--- config.mk ---
export PLATFORM = sky130hd
export DESIGN_NAME = uart_fifo_param
export DESIGN_NICKNAME = d
export VERILOG_FILES = /design/src/rtl/uart_fifo_pkg.sv /design/src/rtl/uart_fifo_mem.sv /design/src/rtl/uart_fifo_param.sv
export SDC_FILE = /design/constraint.sdc
export NUM_CORES = 1
export LEC_CHECK = 0
export ABC_AREA = 0
export ABC_CLOCK_PERIOD_IN_PS = 3800
export CAP_MARGIN = 40
export CORE_ASPECT_RATIO = 2
export CORE_MARGIN = 3
export CORE_UTILIZATION = 55
export DETAILED_ROUTE_END_ITERATION = 8
export PLACE_DENSITY = 0.74
export SLEW_MARGIN = 10
export SYNTH_ARGS = -nofsm -noshare
export SYNTH_HDL_FRONTEND = slang
export SYNTH_SLANG_ARGS = --single-unit
export TNS_END_PERCENT = 20
--- constraint.sdc ---
create_clock -name clk -period 3.8 [get_ports clk]
set_input_delay 0.95 -clock clk [delete_from_list [all_inputs] [get_ports clk]]
set_output_delay 0.95 -clock clk [all_outputs]
set_load 0.05 [all_outputs]
--- src/rtl/uart_fifo_pkg.sv ---
// ---------------------------------------------------------------------------
// uart_fifo_pkg
// Shared defaults for the UART receive/transmit FIFO and the bit positions of
// the per-entry side-band error field.
//   DEF_DATA_W / DEF_DEPTH / DEF_ERR_W : default geometry of uart_fifo_param
//   ERR_PE / ERR_FE / ERR_BI           : parity, framing and break bit indices
// ---------------------------------------------------------------------------
package uart_fifo_pkg;

    localparam int DEF_DATA_W = 8;
    localparam int DEF_DEPTH  = 16;
    localparam int DEF_ERR_W  = 3;

    localparam int ERR_PE = 0;
    localparam int ERR_FE = 1;
    localparam int ERR_BI = 2;

endpackage

--- src/rtl/uart_fifo_mem.sv ---
// ---------------------------------------------------------------------------
// uart_fifo_mem
// DEPTH x WIDTH storage: one synchronous write port, one asynchronous read
// port (show-ahead head entry for the FIFO).
//   clk      : write clock
//   we_i     : write enable
//   waddr_i  : write address
//   wdata_i  : write data
//   raddr_i  : read address
//   rdata_o  : read data, combinational from stored contents
// ---------------------------------------------------------------------------
module uart_fifo_mem #(
    parameter int WIDTH  = 11,
    parameter int DEPTH  = 16,
    parameter int ADDR_W = $clog2(DEPTH)
) (
    input  logic              clk,
    input  logic              we_i,
    input  logic [ADDR_W-1:0] waddr_i,
    input  logic [WIDTH-1:0]  wdata_i,
    input  logic [ADDR_W-1:0] raddr_i,
    output logic [WIDTH-1:0]  rdata_o
);

    logic [WIDTH-1:0] mem_q [DEPTH];

    // NOTE: the array has no reset; occupancy is tracked by the pointers, so
    // stale contents are never observed and the array can map onto RAM cells.
    always_ff @(posedge clk) begin
        if (we_i) begin
            mem_q[waddr_i] <= wdata_i;
        end
    end

    assign rdata_o = mem_q[raddr_i];

endmodule

--- src/rtl/uart_fifo_param.sv ---
// ---------------------------------------------------------------------------
// uart_fifo_param
// Parameterised UART FIFO with per-entry error side-band, show-ahead output,
// trigger threshold and pending-error indication (LSR bit 7 style).
//   clk, rst            : clock, asynchronous active-low reset
//   en, clr             : FIFO enable, synchronous flush
//   push_in, din, err_in: write request, data and error bits
//   pop_in              : read request
//   dout, err_out       : head entry (don't-care while empty)
//   empty, full, count  : occupancy
//   overrun, underrun   : one-cycle pulses for rejected push / pop on empty
//   threshold           : trigger level, thre_trigger when count reaches it
//   err_pending         : some stored entry carries nonzero error bits
// ---------------------------------------------------------------------------
module uart_fifo_param
    import uart_fifo_pkg::*;
#(
    parameter int DATA_W = DEF_DATA_W,
    parameter int DEPTH  = DEF_DEPTH,
    parameter int ERR_W  = DEF_ERR_W,
    parameter int CNT_W  = $clog2(DEPTH) + 1
) (
    input  logic              clk,
    input  logic              rst,
    input  logic              en,
    input  logic              clr,
    input  logic              push_in,
    input  logic              pop_in,
    input  logic [DATA_W-1:0] din,
    input  logic [ERR_W-1:0]  err_in,
    output logic [DATA_W-1:0] dout,
    output logic [ERR_W-1:0]  err_out,
    output logic              empty,
    output logic              full,
    output logic [CNT_W-1:0]  count,
    output logic              overrun,
    output logic              underrun,
    input  logic [CNT_W-1:0]  threshold,
    output logic              thre_trigger,
    output logic              err_pending
);

    localparam int PTR_W = $clog2(DEPTH);
    localparam int ENT_W = DATA_W + ERR_W;

    logic [PTR_W-1:0] wr_ptr_q, wr_ptr_d;
    logic [PTR_W-1:0] rd_ptr_q, rd_ptr_d;
    logic [CNT_W-1:0] count_q, count_d;
    logic [CNT_W-1:0] err_cnt_q, err_cnt_d;
    logic [ENT_W-1:0] head;
    logic             active;
    logic             push_acc;
    logic             pop_acc;
    logic             push_err;
    logic             pop_err;

    uart_fifo_mem #(
        .WIDTH (ENT_W),
        .DEPTH (DEPTH),
        .ADDR_W(PTR_W)
    ) u_mem (
        .clk    (clk),
        .we_i   (push_acc),
        .waddr_i(wr_ptr_q),
        .wdata_i({err_in, din}),
        .raddr_i(rd_ptr_q),
        .rdata_o(head)
    );

    assign {err_out, dout} = head;

    assign empty = (count_q == '0);
    assign full  = (count_q == CNT_W'(DEPTH));
    assign count = count_q;

    // Including rst keeps the pulse outputs quiet while reset is held.
    assign active   = en & ~clr & rst;
    assign pop_acc  = active & pop_in & ~empty;
    // A pop in the same cycle frees a slot, so a full FIFO still takes data.
    assign push_acc = active & push_in & (~full | pop_acc);
    assign overrun  = active & push_in & full & ~pop_acc;
    assign underrun = active & pop_in & empty;

    assign push_err = push_acc & (err_in != '0);
    assign pop_err  = pop_acc & (err_out != '0);

    // threshold above DEPTH can never be reached because count <= DEPTH.
    assign thre_trigger = en & (threshold != '0) & (count_q >= threshold);
    assign err_pending  = (err_cnt_q != '0);

    // NOTE: every next-state signal gets a default first so no latch is inferred.
    always_comb begin
        wr_ptr_d  = wr_ptr_q;
        rd_ptr_d  = rd_ptr_q;
        count_d   = count_q;
        err_cnt_d = err_cnt_q;
        if (clr) begin
            wr_ptr_d  = '0;
            rd_ptr_d  = '0;
            count_d   = '0;
            err_cnt_d = '0;
        end else begin
            // DEPTH is a power of two, so pointer overflow is the wrap.
            if (push_acc) wr_ptr_d = wr_ptr_q + PTR_W'(1);
            if (pop_acc)  rd_ptr_d = rd_ptr_q + PTR_W'(1);
            case ({push_acc, pop_acc})
                2'b10:   count_d = count_q + CNT_W'(1);
                2'b01:   count_d = count_q - CNT_W'(1);
                default: count_d = count_q;
            endcase
            case ({push_err, pop_err})
                2'b10:   err_cnt_d = err_cnt_q + CNT_W'(1);
                2'b01:   err_cnt_d = err_cnt_q - CNT_W'(1);
                default: err_cnt_d = err_cnt_q;
            endcase
        end
    end

    // NOTE: sequential state uses non-blocking assignments only.
    always_ff @(posedge clk or negedge rst) begin
        if (!rst) begin
            wr_ptr_q  <= '0;
            rd_ptr_q  <= '0;
            count_q   <= '0;
            err_cnt_q <= '0;
        end else begin
            wr_ptr_q  <= wr_ptr_d;
            rd_ptr_q  <= rd_ptr_d;
            count_q   <= count_d;
            err_cnt_q <= err_cnt_d;
        end
    end

endmodule

---- After elaboration in Yosys (flattened, before gate mapping) ----
Memory sizes are Yosys's and may differ from the RTL's.
Cells that the tools add are included.
W data, S select, Z words.
word-level totals
  register bits ........................... 18
  latch bits .............................. 0
  RAM bits ................................ 176
  bits in read-only memories .............. 0
  output and inout port bits .............. 22
  logic and storage cells ................. 54
  memories ................................ 1
cells by class
  add/subtract/negate cells ............... 6
  multiply operators ...................... 0
  divide/modulo/power cells ............... 0
  $lt $le $gt $ge ......................... 1
  equality and inequality tests ........... 5
  shift-type cells ........................ 0
  mux-type cells .......................... 10
  bitwise gates (word level) .............. 18
  reduce and logical (&&, ||, !) cells .... 9
memories
  memory       words  width  read ports  clocked after Yosys merged registers in  wr ports  line                 text
  u_mem.mem_q  16     11     1           0                                        1         uart_fifo_mem.sv:25  logic [WIDTH-1:0] mem_q [DEPTH];
operators by type and width
  operator               count
  $pmux W5 S2            2
  $mux W4                4
  $and A1 B1 Y1          13
  $reduce_bool A3 Y1     4
  $add A5 B1 Y5 const B  2
  $mux W5                2
  $reduce_bool A5 Y1     2
  $sub A5 B1 Y5 const B  2
  $add A4 B1 Y4 const B  2
  $eq A5 B5 Y1 const B   1
  $ge A5 B5 Y1           1
  $logic_not A5 Y1       1
  $eq A2 B1 Y1 const B   2
  $eq A2 B2 Y1 const B   2
  $not A1 Y1             4
  $reduce_bool A2 Y1     2
  $mux W1                2
  $or A1 B1 Y1           1

---- Longest topological paths before layout ----
Gate-level depths: netlist of run 1.
  depth in word-level cells ............... 11
  depth in mapped cells ................... 17

---- By module ----
From an unflattened synthesis of run 1, not the netlist that was laid out.
second synthesis, totals
  cell total of the unflattened synthesis .. 437
  area total of the unflattened synthesis .. 8215.4 sq um
by module, submodules not included
  module           times used  cells each  area an instance (sq um)  sequential area each (sq um)
  uart_fifo_mem    1           294         6819.0                    5285.1
  uart_fifo_param  1           143         1396.3                    450.4

---- Least setup slack after synthesis of run 1 ----
Ideal clock, no wire load.
  kind .................................... register to register
  start point ............................. register rd_ptr_q[0]
  end point ............................... register err_cnt_q[4]
  setup time .............................. 0.134 ns
  arrival time ............................ 3.617 ns
  setup slack ............................. 0.049 ns
  cell stages (with the launch flop) ...... 18
  period minus slack after synthesis ...... 3.751 ns
  path through ............................ dfrtp_1 -> buf_6 -> buf_6 -> mux4_2 -> nand3_1 -> nand3_1 -> nor3_4 -> nor2_2 -> nand2_1 -> inv_1 -> ha_1 -> nor2b_1 -> o21ai_0 -> a2111oi_0 -> o21ai_0 -> a21oi_1 -> o21a_1 -> nor3_2
between the ends
  word-level cells in the longest chain between the ends .. 6
  elaborated cells on any way between the ends .. 8
ends and longest elaborated chain
  what                                          line                    text
  start, declared                               uart_fifo_param.sv:47   logic [PTR_W-1:0] rd_ptr_q, rd_ptr_d;
  start signal, assigned                        uart_fifo_param.sv:128  rd_ptr_q <= rd_ptr_d;
  $mem_v2 Z16 W11 *                             n/a
  named net err_out[2]                          uart_fifo_param.sv:32   output logic [ERR_W-1:0] err_out,
  $reduce_bool A3 Y1 *                          uart_fifo_param.sv:85   assign pop_err = pop_acc & (err_out != '0);
  $and A1 B1 Y1 *                               uart_fifo_param.sv:85
  $eq A2 B1 Y1 or $eq A2 B2 Y1 (tied branches)  uart_fifo_param.sv:111  case ({push_err, pop_err})
  $pmux W5 S2                                   uart_fifo_param.sv:111
  $mux W5                                       uart_fifo_param.sv:97   if (clr) begin
  end signal, assigned                          uart_fifo_param.sv:130  err_cnt_q <= err_cnt_d;
  end, declared                                 uart_fifo_param.sv:49   logic [CNT_W-1:0] err_cnt_q, err_cnt_d;
The timed path passes the listed nets; every way through them passes the cells marked *.
A chain may end at the register's enable or synchronous reset.

---- Final worst setup path of run 1 ----
  start point ............................. register rd_ptr_q[0]
  end point ............................... register err_cnt_q[4]
between the ends
  word-level cells in the longest chain between the ends .. 6
  elaborated cells on any way between the ends .. 8
ends and longest elaborated chain
  what                                          line
  $mem_v2 Z16 W11 *                             n/a
  $reduce_bool A3 Y1 *                          uart_fifo_param.sv:85
  $and A1 B1 Y1 *                               uart_fifo_param.sv:85
  $eq A2 B1 Y1 or $eq A2 B2 Y1 (tied branches)  uart_fifo_param.sv:111
  $pmux W5 S2                                   uart_fifo_param.sv:111
  $mux W5                                       uart_fifo_param.sv:97
Mark *: on every way between the ends. The rest lies on a longest branch, timed or not.

==> results.py, run 1 <==
metrics = {
    "floorplanning": {
        "num_io_pins": 44,
        "dieArea_um2": 16400,
        "die_y_um": 178,
        "coreArea_um2": 14400,
        "row_count": 62,
        "die_x_um": 92.1,
        "start_util": 0.565,
    },
    "place": {
        "dp_hpwl_um": 11200,
        "place_area_um2": 9060,
        "gp_congestion": 0.856,
        "port_buffers": 43,
    },
    "route": {
        "vias_per_cell": 5.86,
        "avgRoutedWirePerCell_um": 23.3,
        "routed_wl_um": 16800,
        "ant_nets": 0,
        "num_vias": 4235,
        "drc_errors": 0,
        "drt_iter0_markers": 292,
        "dr.pass1.iters": 5,
    },
    "setup_path": {
        "arrival_ns": 3.96,
        "crit_fanout": 12,
        "cp.required_ns": 4.11,
        "setup.worst_path.end_class": "flip-flop",
        "critPathLaunchType": "flip-flop",
        "path_class": "flip-flop to flip-flop",
    },
    "synthesis": {
        "synth_fp_nets": 472,
        "yosysWarnings": 0,
        "ys_ff_latch": 194,
        "async_flop_share": 0.0928,
        "ys.flop_type": "edfxtp_1",
        "ys_seq_area_frac": 0.704,
        "synth.distinct_cells": 48,
        "synth-edff-count": 176,
        "syn_area_um2": 8150,
        "syn_inst": 432,
        "syn_area_per_cell_um2": 18.9,
    },
    "global_routing": {
        "grt_pass1_vias": 4627,
        "track_usage": 0.222,
        "gr-total-overflow": 0,
        "antenna_found_initial": 0,
        "grt_pass1_wl_um": 26200,
        "grt_max_degree": 27,
    },
    "timing": {
        "fmax_mhz": 274,
        "setup_viol": 0,
        "worst_pin_slew_ns": 0.591,
        "finalHoldViolCount": 0,
        "fin_crit_sh": 0.962,
        "skew_ns": 0.00430,
        "finalCriticalPeriod_ns": 3.66,
        "slew_violations": 0,
        "tns_ns": 0,
        "slew_headroom": 0.603,
    },
    "hold_path": {
        "hp-class": "flip-flop to flip-flop",
    },
    "cts": {
        "clock_path_buffers": 2,
        "cts_buffers": 17,
        "cts_root_buf": "clkbuf_16",
        "cts_tree": "built",
        "cts_sinks": 194,
        "htreeDepth": 4,
        "clock_latency_ns": 0.42,
        "clk_pin_slew_ns": 0.07,
    },
    "layout": {
        "final_area_um2": 9690,
        "final_common_cell": "edfxtp_1",
        "area_growth_pct": 19.0,
        "final_cell_mix": "176 x edfxtp_1, 52 x mux4_2, 51 x buf_4",
        "nNetsFinal": 559,
        "drive_above_1_share": 0.296,
        "fin_util": 0.672,
        "num_antenna_cells": 0,
    },
    "power_and_ir_drop": {
        "total_leakage_power_nw": 3.32,
        "peakVddDrop_mv": 0.354,
        "power_density_nw_per_um2": 464,
    },
    "job": {
        "drv_cap": 0,
    },
    "outcome": {
        "outcome": "finished clean",
    },
}
## final timing paths
path / depth (start not counted) / end / from / slack (ns)
worst max-delay path: 16 / err_cnt_q[4] / rd_ptr_q[0] / 0.14
worst min-delay path: 1 / err_cnt_q[0] / err_cnt_q[0] / 0.55
worst max register to register: 16 / err_cnt_q[4] / rd_ptr_q[0] / 0.14
worst min register to register: 1 / err_cnt_q[0] / err_cnt_q[0] / 0.55
max in group asynchronous: 2 / rd_ptr_q[0] / rst / 2.62
min in group asynchronous: 2 / err_cnt_q[4] / rst / 0.96
## per-layer routing
metal  GRT usage  vias to the layer above  part of all wire
met5           0                        -                 0
met4      0.0900                        0             0.026
met3      0.0346                       27             0.031
met2       0.418                      135              0.59
met1       0.247                     2186              0.36
li1            -                     1887                 -
## state kept, by name, indices dropped and copies added (netlist names)
| register | count |
|---|---|
| u_mem.mem_q | 176 |
| count | 5 |
| wr_ptr_q | 4 |
| err_cnt_q | 5 |
| rd_ptr_q | 4 |
## cell usage after synthesis (3+ instances only)
cell | instances | area share
edfxtp_1 | 176 | 0.65
nor3_1 | 8 | 0.0049
xnor2_1 | 3 | 0.0032
nand2_1 | 18 | 0.0083
a21oi_1 | 8 | 0.0049
clkbuf_1 | 9 | 0.0041
buf_2 | 4 | 0.0025
nand3_1 | 5 | 0.0031
mux4_2 | 52 | 0.14
inv_1 | 18 | 0.0083
nor2_1 | 17 | 0.0078
a21o_1 | 4 | 0.0037
o31ai_1 | 3 | 0.0028
and2_1 | 9 | 0.0069
nand2b_1 | 7 | 0.0054
xor2_1 | 8 | 0.0086
dfrtp_1 | 18 | 0.055
mux2i_1 | 5 | 0.0061
nor2b_1 | 4 | 0.0031
o21ai_0 | 4 | 0.0025
ha_1 | 16 | 0.025
## final cells by class
| cell class | count | area [um2] |
|---|---|---|
| clock inverter | 14 | 154 |
| inverter | 19 | 71.3 |
| timing repair buffer | 84 | 753 |
| tap | 192 | 240 |
| fill | 947 | 4740 |
| multi-input combinational | 203 | 2310 |
| clock buffer | 17 | 425 |
| sequential | 194 | 5740 |
## kinds of logic (layout without fill, tap and decap cells)
logic type                 count (synthesis)  in the layout  synth area share
buffers and inverters                     35            134            0.0186
DFF                                      194            194             0.704
muxes                                     57             57             0.150
AOI/OAI and AO/OA                         28             28            0.0243
and+or+nand+nor                           88             88            0.0598
xor gates and xnor gates                  12             12            0.0138
adders and majority gates                 18             18            0.0295
## worst max-delay path, cell delays in order (launching register included)
cell and delay, ns:
dfrtp_2 0.39, buf_12 0.15, mux4_2 0.53, a22oi_2 0.21, nand3_2 0.14, nor3_4 0.26, nor2_2 0.09, nand2_1 0.12
inv_1 0.11, ha_4 0.29, nor2b_1 0.14, o21ai_1 0.12, a2111oi_2 0.39, o21ai_0 0.13, a21oi_1 0.25, o21a_1 0.18
nor3_2 0.04
## stage by stage
step / instances / setup WS (ns) / hold slack, ns / power, W
floorplan: 432 / 0.0490 / 0.490 / 0.00264
global placement: 689 / -0.00761 / 0.526 / 0.00278
detailed placement: 689 / -0.0598 / 0.545 / 0.00279
CTS: 720 / 0.143 / 0.556 / 0.00451
global route: 723 / -0.0717 / 0.579 / 0.00465
finish: 723 / 0.144 / 0.550 / 0.00449
## repair_timing
action,CTS,global route
resized for setup,0,6
setup endpoints to repair,0,1
buffers inserted,0,3
hold buffers,0,0
## power by group
part	switching (W)	internal (W)
clock	0.000768	0.000975
sequential	0.0000251	0.00234
combinational	0.000231	0.000152
Note: power is estimated with default switching activity, not from simulation.
==> run 2, diff against run 1 <==
--- a/config.mk
+++ b/config.mk
@@ -5,7 +5,6 @@
 export SDC_FILE = /design/constraint.sdc
 export NUM_CORES = 1
 export LEC_CHECK = 0
-export ABC_AREA = 0
 export ABC_CLOCK_PERIOD_IN_PS = 3800
 export CAP_MARGIN = 40
 export CORE_ASPECT_RATIO = 2
==> results of run 2 <==
Final layout, timing and power as in run 1 (identical DEF).
